**src/rtl/uart_receiver.sv**
```systemverilog
// UART receive path: 2-flop synchronizer, oversampling tick generator, framing FSM and valid/ready output register.
// Optional parity checking is enabled by defining UART_RX_PARITY_EN.
module uart_receiver #(
    parameter int NATIVE_CLK_FREQUENCY = 1000000000,
    parameter int BAUDRATE             = 9600,
    parameter int FRAME_DATA_LENGTH    = 8,
    parameter int BIG_ENDIAN           = 0,
    parameter int OVERSAMPLE           = 16
`ifdef UART_RX_PARITY_EN
    ,
    parameter int PARITY_ODD           = 0
`endif
) (
    input  logic                         clk,
    input  logic                         reset_n,
    input  logic                         rx,
    output logic [FRAME_DATA_LENGTH-1:0] data,
    output logic                         valid,
    input  logic                         ready,
    output logic                         frame_error,
    output logic                         overrun,
`ifdef UART_RX_PARITY_EN
    output logic                         parity_error,
`endif
    output logic                         busy
);

    localparam int DIV   = NATIVE_CLK_FREQUENCY / (BAUDRATE * OVERSAMPLE);
    localparam int DIV_W = (DIV > 1) ? $clog2(DIV) : 1;
    localparam int SC_W  = $clog2(OVERSAMPLE);
    localparam int BC_W  = (FRAME_DATA_LENGTH > 1) ? $clog2(FRAME_DATA_LENGTH) : 1;

    localparam logic [DIV_W-1:0] DIV_LAST  = DIV_W'(DIV - 1);
    localparam logic [SC_W-1:0]  HALF_LAST = SC_W'(OVERSAMPLE / 2 - 1);
    localparam logic [SC_W-1:0]  FULL_LAST = SC_W'(OVERSAMPLE - 1);
    localparam logic [BC_W-1:0]  BIT_LAST  = BC_W'(FRAME_DATA_LENGTH - 1);

    typedef enum logic [2:0] {
        IDLE,
        START,
        DATA,
`ifdef UART_RX_PARITY_EN
        PARITY,
`endif
        STOP,
        BREAK
    } state_t;

    state_t                         state;
    logic                           rx_meta;
    logic                           rx_s;
    logic                           rx_prev;
    logic [DIV_W-1:0]               div_cnt;
    logic [SC_W-1:0]                sample_cnt;
    logic [BC_W-1:0]                bit_cnt;
    logic [FRAME_DATA_LENGTH-1:0]   shift_reg;
    logic [FRAME_DATA_LENGTH-1:0]   shift_next;
    logic                           tick;
    logic                           start_detect;
    logic                           bit_sample;
    logic                           good_frame;
    logic                           parity_bad;

    always_ff @(posedge clk or negedge reset_n) begin
        if (!reset_n) begin
            rx_meta <= 1'b1;
            rx_s    <= 1'b1;
            rx_prev <= 1'b1;
        end else begin
            rx_meta <= rx;
            rx_s    <= rx_meta;
            rx_prev <= rx_s;
        end
    end

    assign start_detect = (state == IDLE) && rx_prev && !rx_s;

    // Restarting the divider on the start edge keeps every sample point a fixed offset from that edge.
    always_ff @(posedge clk or negedge reset_n) begin
        if (!reset_n) begin
            div_cnt <= '0;
        end else if (start_detect || (div_cnt == DIV_LAST)) begin
            div_cnt <= '0;
        end else begin
            div_cnt <= div_cnt + 1'b1;
        end
    end

    assign tick       = (div_cnt == DIV_LAST);
    assign bit_sample = tick && (sample_cnt == FULL_LAST);

    generate
        if (FRAME_DATA_LENGTH == 1) begin : g_shift_single
            assign shift_next = rx_s;
        end else if (BIG_ENDIAN != 0) begin : g_shift_msb_first
            assign shift_next = {shift_reg[FRAME_DATA_LENGTH-2:0], rx_s};
        end else begin : g_shift_lsb_first
            assign shift_next = {rx_s, shift_reg[FRAME_DATA_LENGTH-1:1]};
        end
    endgenerate

`ifdef UART_RX_PARITY_EN
    logic parity_bit;
    assign parity_bad = (^shift_reg) ^ parity_bit ^ (PARITY_ODD != 0);
`else
    assign parity_bad = 1'b0;
`endif

    assign good_frame = (state == STOP) && bit_sample && rx_s && !parity_bad;

    always_ff @(posedge clk or negedge reset_n) begin
        if (!reset_n) begin
            state       <= IDLE;
            sample_cnt  <= '0;
            bit_cnt     <= '0;
            shift_reg   <= '0;
            data        <= '0;
            valid       <= 1'b0;
            frame_error <= 1'b0;
            overrun     <= 1'b0;
            busy        <= 1'b0;
`ifdef UART_RX_PARITY_EN
            parity_bit   <= 1'b0;
            parity_error <= 1'b0;
`endif
        end else begin
            frame_error <= 1'b0;
            overrun     <= 1'b0;
`ifdef UART_RX_PARITY_EN
            parity_error <= 1'b0;
`endif
            if (valid && ready) begin
                valid <= 1'b0;
            end
            // A handshake in the same cycle frees the register, so the new word is not an overrun.
            if (good_frame) begin
                if (!valid || ready) begin
                    data  <= shift_reg;
                    valid <= 1'b1;
                end else begin
                    overrun <= 1'b1;
                end
            end

            case (state)
                IDLE: begin
                    if (start_detect) begin
                        state      <= START;
                        sample_cnt <= '0;
                        bit_cnt    <= '0;
                        busy       <= 1'b1;
                    end
                end
                START: begin
                    if (tick) begin
                        if (sample_cnt == HALF_LAST) begin
                            sample_cnt <= '0;
                            if (rx_s) begin
                                state <= IDLE;
                                busy  <= 1'b0;
                            end else begin
                                state <= DATA;
                            end
                        end else begin
                            sample_cnt <= sample_cnt + 1'b1;
                        end
                    end
                end
                DATA: begin
                    if (tick) begin
                        if (sample_cnt == FULL_LAST) begin
                            sample_cnt <= '0;
                            shift_reg  <= shift_next;
                            if (bit_cnt == BIT_LAST) begin
                                bit_cnt <= '0;
`ifdef UART_RX_PARITY_EN
                                state   <= PARITY;
`else
                                state   <= STOP;
`endif
                            end else begin
                                bit_cnt <= bit_cnt + 1'b1;
                            end
                        end else begin
                            sample_cnt <= sample_cnt + 1'b1;
                        end
                    end
                end
`ifdef UART_RX_PARITY_EN
                PARITY: begin
                    if (tick) begin
                        if (sample_cnt == FULL_LAST) begin
                            sample_cnt <= '0;
                            parity_bit <= rx_s;
                            state      <= STOP;
                        end else begin
                            sample_cnt <= sample_cnt + 1'b1;
                        end
                    end
                end
`endif
                STOP: begin
                    if (tick) begin
                        if (sample_cnt == FULL_LAST) begin
                            sample_cnt <= '0;
                            if (rx_s) begin
                                state <= IDLE;
                                busy  <= 1'b0;
`ifdef UART_RX_PARITY_EN
                                if (parity_bad) begin
                                    parity_error <= 1'b1;
                                end
`endif
                            end else begin
                                frame_error <= 1'b1;
                                state       <= BREAK;
                            end
                        end else begin
                            sample_cnt <= sample_cnt + 1'b1;
                        end
                    end
                end
                // A line held low after a bad stop bit must rise before another start edge counts.
                BREAK: begin
                    if (rx_s) begin
                        state <= IDLE;
                        busy  <= 1'b0;
                    end
                end
                default: begin
                    state <= IDLE;
                    busy  <= 1'b0;
                end
            endcase
        end
    end

endmodule

```
**config.mk**
```make
export PLATFORM = sky130hd
export DESIGN_NAME = uart_receiver
export DESIGN_NICKNAME = d
export VERILOG_FILES = /design/src/rtl/uart_receiver.sv
export SDC_FILE = /design/constraint.sdc
export NUM_CORES = 1
export LEC_CHECK = 0
export ABC_AREA = 1
export CAP_MARGIN = 10
export CORE_UTILIZATION = 55
export DETAILED_ROUTE_END_ITERATION = 16
export PLACE_DENSITY = 0.75
export SLEW_MARGIN = 20
export SYNTH_ARGS = -nofsm -noshare
export SYNTH_HDL_FRONTEND = slang
export SYNTH_SLANG_ARGS = --single-unit
```
**constraint.sdc**
```tcl
create_clock -name clk -period 2.1 [get_ports clk]
set_clock_uncertainty 0.1 [all_clocks]
set_input_delay 0.315 -clock clk [delete_from_list [all_inputs] [get_ports clk]]
set_output_delay 0.315 -clock clk [all_outputs]
set_load 0.01 [all_outputs]
```
# --- Word-level counts from Yosys, hierarchy flattened ---
# Index checks and enable logic that the tools add are counted.
classes:
  n_reduce_logical: 20
  bitwise_logic: 1
  n_eq_ne: 18
  mux: 40
  addsub: 3
ops:
  columns: ["cell", "n"]
  rows:
  - ["2-to-1 mux 3 bit", 14]
  - ["2-to-1 mux 4 bit", 5]
  - ["!= test 2 bit (second input constant)", 9]
  - ["2-to-1 mux 1 bit", 15]
  - ["one-hot mux 3 bit (5 select lines)", 1]
  - ["adder 13 x 1 -> 13 bit (second input constant)", 1]
  - ["equality test 13 bit (second input constant)", 1]
  - ["2-to-1 mux 13 bit", 1]
  - ["one-hot mux 4 bit (3 select lines)", 1]
  - ["AND reduction 9 bit", 1]
  - ["AND reduction 4 bit", 2]
  - ["equality test 3 x 2 -> 1 bit (second input constant)", 2]
  - ["equality test 3 bit (second input constant)", 2]
  - ["logical AND 1 bit", 6]
  - ["one-hot mux 3 bit (2 select lines)", 1]
  - ["AND reduction 6 bit", 1]
  - ["one-hot mux 1 bit (5 select lines)", 1]
  - ["adder 4 x 1 -> 4 bit (second input constant)", 1]
  - ["equality test 4 x 3 -> 1 bit (second input constant)", 1]
  - ["equality test 4 bit (second input constant)", 1]
  - ["adder 3 x 1 -> 3 bit (second input constant)", 1]
  - ["equality test 3 x 1 -> 1 bit (second input constant)", 1]
  - ["zero test 3 bit", 1]
  - ["AND reduction 3 bit", 1]
  - ["9 further kinds", 11]
totals:
  output_inout_bits: 12
  input_bits: 4
  register_bits: 46
  elab_cells: 95

# --- Logic depth before layout (Yosys ltp) ---
# Gate-level depths: netlist (run 1).
depth:
  ltp_word: 5
  depth_mapped: 11
  ltp_nobuf: 11

# --- Least setup slack after synthesis (run 1) ---
# Ideal clock, no wire load.
synth_timing:
  kind: "register to register"
  start: "register sample_cnt[0]"
  end: "register data[5]"
  synth_period_minus_slack_ns: 1.593
  path_buffers: 1
  setup_time_ns: 0.118
  t_arrival_ns: 1.376
  path_stages_with_launch: 10
  slack_ns: 0.507
  required_ns: 1.882
  cell_sequence: "dfrtp_1 -> ha_1 -> nand2_1 -> nor2_1 -> inv_2 -> nor2_4 -> nand3_4 -> buf_6 -> nand2_1 -> o21ai_2"
synth_via:
  elab_chain_len: 5
synth_rtl:
  columns: ["item", "line_no", "rtl"]
  rows:
  - ["from (decl)", "54", "logic [SC_W-1:0] sample_cnt;"]
  - ["from (signal assigned)", "165", "sample_cnt <= sample_cnt + 1'b1;"]
  - ["from (signal assigned)", "185", "sample_cnt <= sample_cnt + 1'b1;"]
  - ["from (signal assigned)", "219", "sample_cnt <= sample_cnt + 1'b1;"]
  - ["equality test 4 bit", "90", "assign bit_sample = tick && (sample_cnt == FULL_LAST);"]
  - ["logical AND 1 bit", "90", null]
  - ["logical AND 1 bit (2 in a row)", "109", "assign good_frame = (state == STOP) && bit_sample && rx_s && !parity_bad;"]
  - ["AND reduction 2 bit (no line)", null, null]
  - ["to (signal assigned)", "138", "data <= shift_reg;"]
  - ["to (decl)", "17", "output logic [FRAME_DATA_LENGTH-1:0] data,"]
# Every way passes these cells.
# A chain may end at the register's enable or synchronous reset.

# --- Worst setup path in the final report (run 1) ---
layout_timing:
  start: "register sample_cnt[0]"
  end: "register bit_cnt[1]"
layout_via:
  elab_chain_len: 3
layout_rtl:
  columns: ["item", "line_no", "rtl"]
  rows:
  - ["equality test 4 bit", "171", "if (sample_cnt == FULL_LAST) begin"]
  - ["!= test 2 bit (no line)", null, null]
  - ["AND reduction 4 bit (no line)", null, null]
  - ["to (signal assigned)", "182", "bit_cnt <= bit_cnt + 1'b1;"]
  - ["to (decl)", "55", "logic [BC_W-1:0] bit_cnt;"]
# Every way passes these cells.

==> results of run 1 <==
synth_stat cells:
cell type,count
nor3_2,2
buf_6,4
nand2_2,2
ha_1,5
nor2_2,4
nor3_1,7
a21oi_1,11
dfrtp_1,43
nand3_1,18
nor2_1,28
nand3_2,3
inv_2,5
xor2_1,4
nand2_1,67
buf_2,1
nand3_4,1
o21ai_0,7
o21ai_1,10
a21oi_2,1
nand4_1,1
nand3b_1,2
inv_1,26
dfstp_2,3
o21ai_2,8
nor2_4,2
final timing paths:
| path | startpoint | end | slack [ps] | cells after the start |
|---|---|---|---|---|
| max | sample_cnt[0] | bit_cnt[1] | 270 | 9 |
| max in group asynchronous | reset_n | rx_prev | 1220 | 3 |
| min reg2reg | rx_meta | rx_s | 260 | 0 |
| min | rx_meta | rx_s | 260 | 0 |
| min in group asynchronous | reset_n | div_cnt[3] | 410 | 3 |
| max reg2reg | sample_cnt[0] | bit_cnt[1] | 270 | 9 |
power groups by stage:
stage	sequential [mW]	clock [mW]	combinational, mW
6_report	1.14	0.644	0.639
5_1_grt	1.16	0.693	0.745
4_1_cts	1.14	0.660	0.644
3_5_place_dp	1.16	0	0.636
3_3_place_gp	1.15	0	0.627
2_1_floorplan	1.12	0	0.512
stage by stage:
| stage | worst slack (ps) | hold WS, ps | total power, mW | util |
|---|---|---|---|---|
| floorplan | 507 | -80.6 | 1.63 | - |
| global placement | 370 | 215 | 1.78 | 0.645 |
| detailed placement | 292 | 213 | 1.79 | 0.645 |
| CTS | 277 | 259 | 2.44 | 0.677 |
| global route | 79.8 | 261 | 2.60 | 0.677 |
| finish | 272 | 257 | 2.42 | 0.677 |
cell type report:
| cell class | count | share of cell area |
|---|---|---|
| inverter | 31 | 0.0453 |
| clock inverter | 3 | 0.0156 |
| timing repair buffer | 18 | 0.0711 |
| tap | 48 | 0.0234 |
| sequential | 46 | 0.449 |
| clock buffer | 5 | 0.0268 |
| multi-input combinational | 183 | 0.369 |
routing by layer:
| layer | vias up | track usage | part of all wire |
|---|---|---|---|
| li1 | 891 | - | - |
| met5 | - | 0 | 0 |
| met4 | 0 | 0.114 | 0.028 |
| met2 | 38 | 0.343 | 0.45 |
| met3 | 12 | 0.0466 | 0.036 |
| met1 | 798 | 0.267 | 0.48 |
cell families after synthesis:
family	share of synthesized area
adders and majority gates	0.0276
and+or+nand+nor	0.278
DFF	0.509
xor gates and xnor gates	0.0154
buffers and inverters	0.0734
AOI/OAI and AO/OA	0.0965
==> impl_metrics.csv, run 1 <==
group,metric,value,unit
run_status,status,"completed",
pwr,pwr-share-clk,0.266,
layout,multi_input_area,947,µm²
pwr,power_frac_seq,0.470,
die,design.die.area,4390,µm²
worst_setup_path,endpoint_kind,"flop",
sta,setup_viol,0,
place,post_dp_cell_area,2450,µm²
logic_synthesis,yosys.area.top_type_share,0.474,
routing,drc,0,
die,die_w,66.2,µm
logic_synthesis,synthTopCellsByArea,"dfrtp_1 (47%), nand2_1 (11%), nor2_1 (4.6%)",
layout,largest_reg_flops,13,
global_routing,antenna_found_initial,0,
pwr,p_leak,1.18,nW
cts,cts_buffers,5,
routing,drt-wirelength-per-cell,12.1,µm
cts,clk_pin_slew_worst_paths,80,ps
worst_setup_path,critical_path_class,"reg -> reg",
pwr,p_sw,0.828,mW
die,die_h,66.2,µm
sta,max_slew_margin,0.759,
cts,clockBufferDepth,2,
worst_setup_path,path_cells,"ha_1, nand2_1, nor2_1, inv_2, nor2_4, nand2_2, nand2_2, nand3b_1, nand2_1",
layout,antennaDiodeCount,0,
worst_setup_path,arrival,1970,ps
worst_setup_path,cpMaxStageDelayCell,"dfrtp_1",
flow_run,drv_cap,0,
layout,syn2layout_area_growth,13.3,%
sta,fin_tns_setup,0,ps
routing,drt_pass1_iterations,4,
logic_synthesis,synth.avg_cell_area,8.56,µm²
die,rows,22,
pwr,intPower,1.59,mW
pwr,netSwitchingFraction,0.342,
logic_synthesis,synth_area,2270,µm²
cts,holdBufCountCts,1,
worst_setup_path,cp_max_fo,20,
routing,route.final.wire_length,4030,µm
layout,final_common_cell,"nand2_1",
place,place.gp.congestion,0.872,
die,num_io_pins,16,
cts,clock_sinks,46,
die,start_util,0.597,
sta,fin_crit_sh,0.871,
cts,htreeDepth,2,
logic_synthesis,netlist_instances,265,
layout,instances_no_fill,334,
worst_setup_path,startpoint_type,"flop",
worst_setup_path,critical-path-max-stage-delay,380,ps
logic_synthesis,ys_seq_elements,46,
pwr,p_per_area,942,nW/µm²
worst_setup_path,required,2240,ps
global_routing,track_usage,0.214,
sta,worst_slew_pin_slew,357,ps
layout,seqCellArea,1150,µm²
sta,hold_viol,0,
global_routing,grt_pass1_wl,6890,µm
sta,period_minus_slack,1830,ps
layout,nFillCells,314,
logic_synthesis,synth_nets,274,
place,post-dp-hpwl,2920,µm
logic_synthesis,synth_top_cell_by_area,"dfrtp_1",
cts,postCtsResizedCells,0,
global_routing,grt_max_degree,47,
place,portBuffers,15,
worst_setup_path,critPathBufInv,1,
global_routing,overflow,0,
die,core,3800,µm²
logic_synthesis,ys_seq_area_frac,0.509,
routing,vias,1739,
layout,final_area,2570,µm²
cts,clk_latency,300,ps
logic_synthesis,yosys_warnings,0,
cts,cts_root_buf,"clkbuf_8",
global_routing,grt_pass1_vias,1559,
pwr,combPwrFrac,0.264,
min_path,hp-class,"reg -> reg",
worst_setup_path,crit_family,"simple AND/OR/NAND/NOR gates",
routing,viasPerCell,5.21,
logic_synthesis,yosys.cell_types.count,25,
cts,cts_setup_buffers,0,
sta,slew_violations,0,
cts,cts_tree,"yes",
layout,final_cell_mix,"nand2_1 (67), dfrtp_1 (43), nor2_1 (28)",
layout,fin_nets,294,
routing,drt_iter0_markers,184,
place,dp_cells,325,
routing,ant_nets,0,
sta,grt_setup_unrepaired,"no",
sta,fmax,547,MHz
layout,drive_above_1_share,0.147,
pwr,vdd_ir_drop_max,0.000524,V
Power figures use the tool's default switching activity.
==> inputs of run 2 (changes only) <==
- SKIP_LAST_GASP: not set -> 1
==> results of run 2 <==
The final DEF is identical to that of run 1; final timing and power are the same.
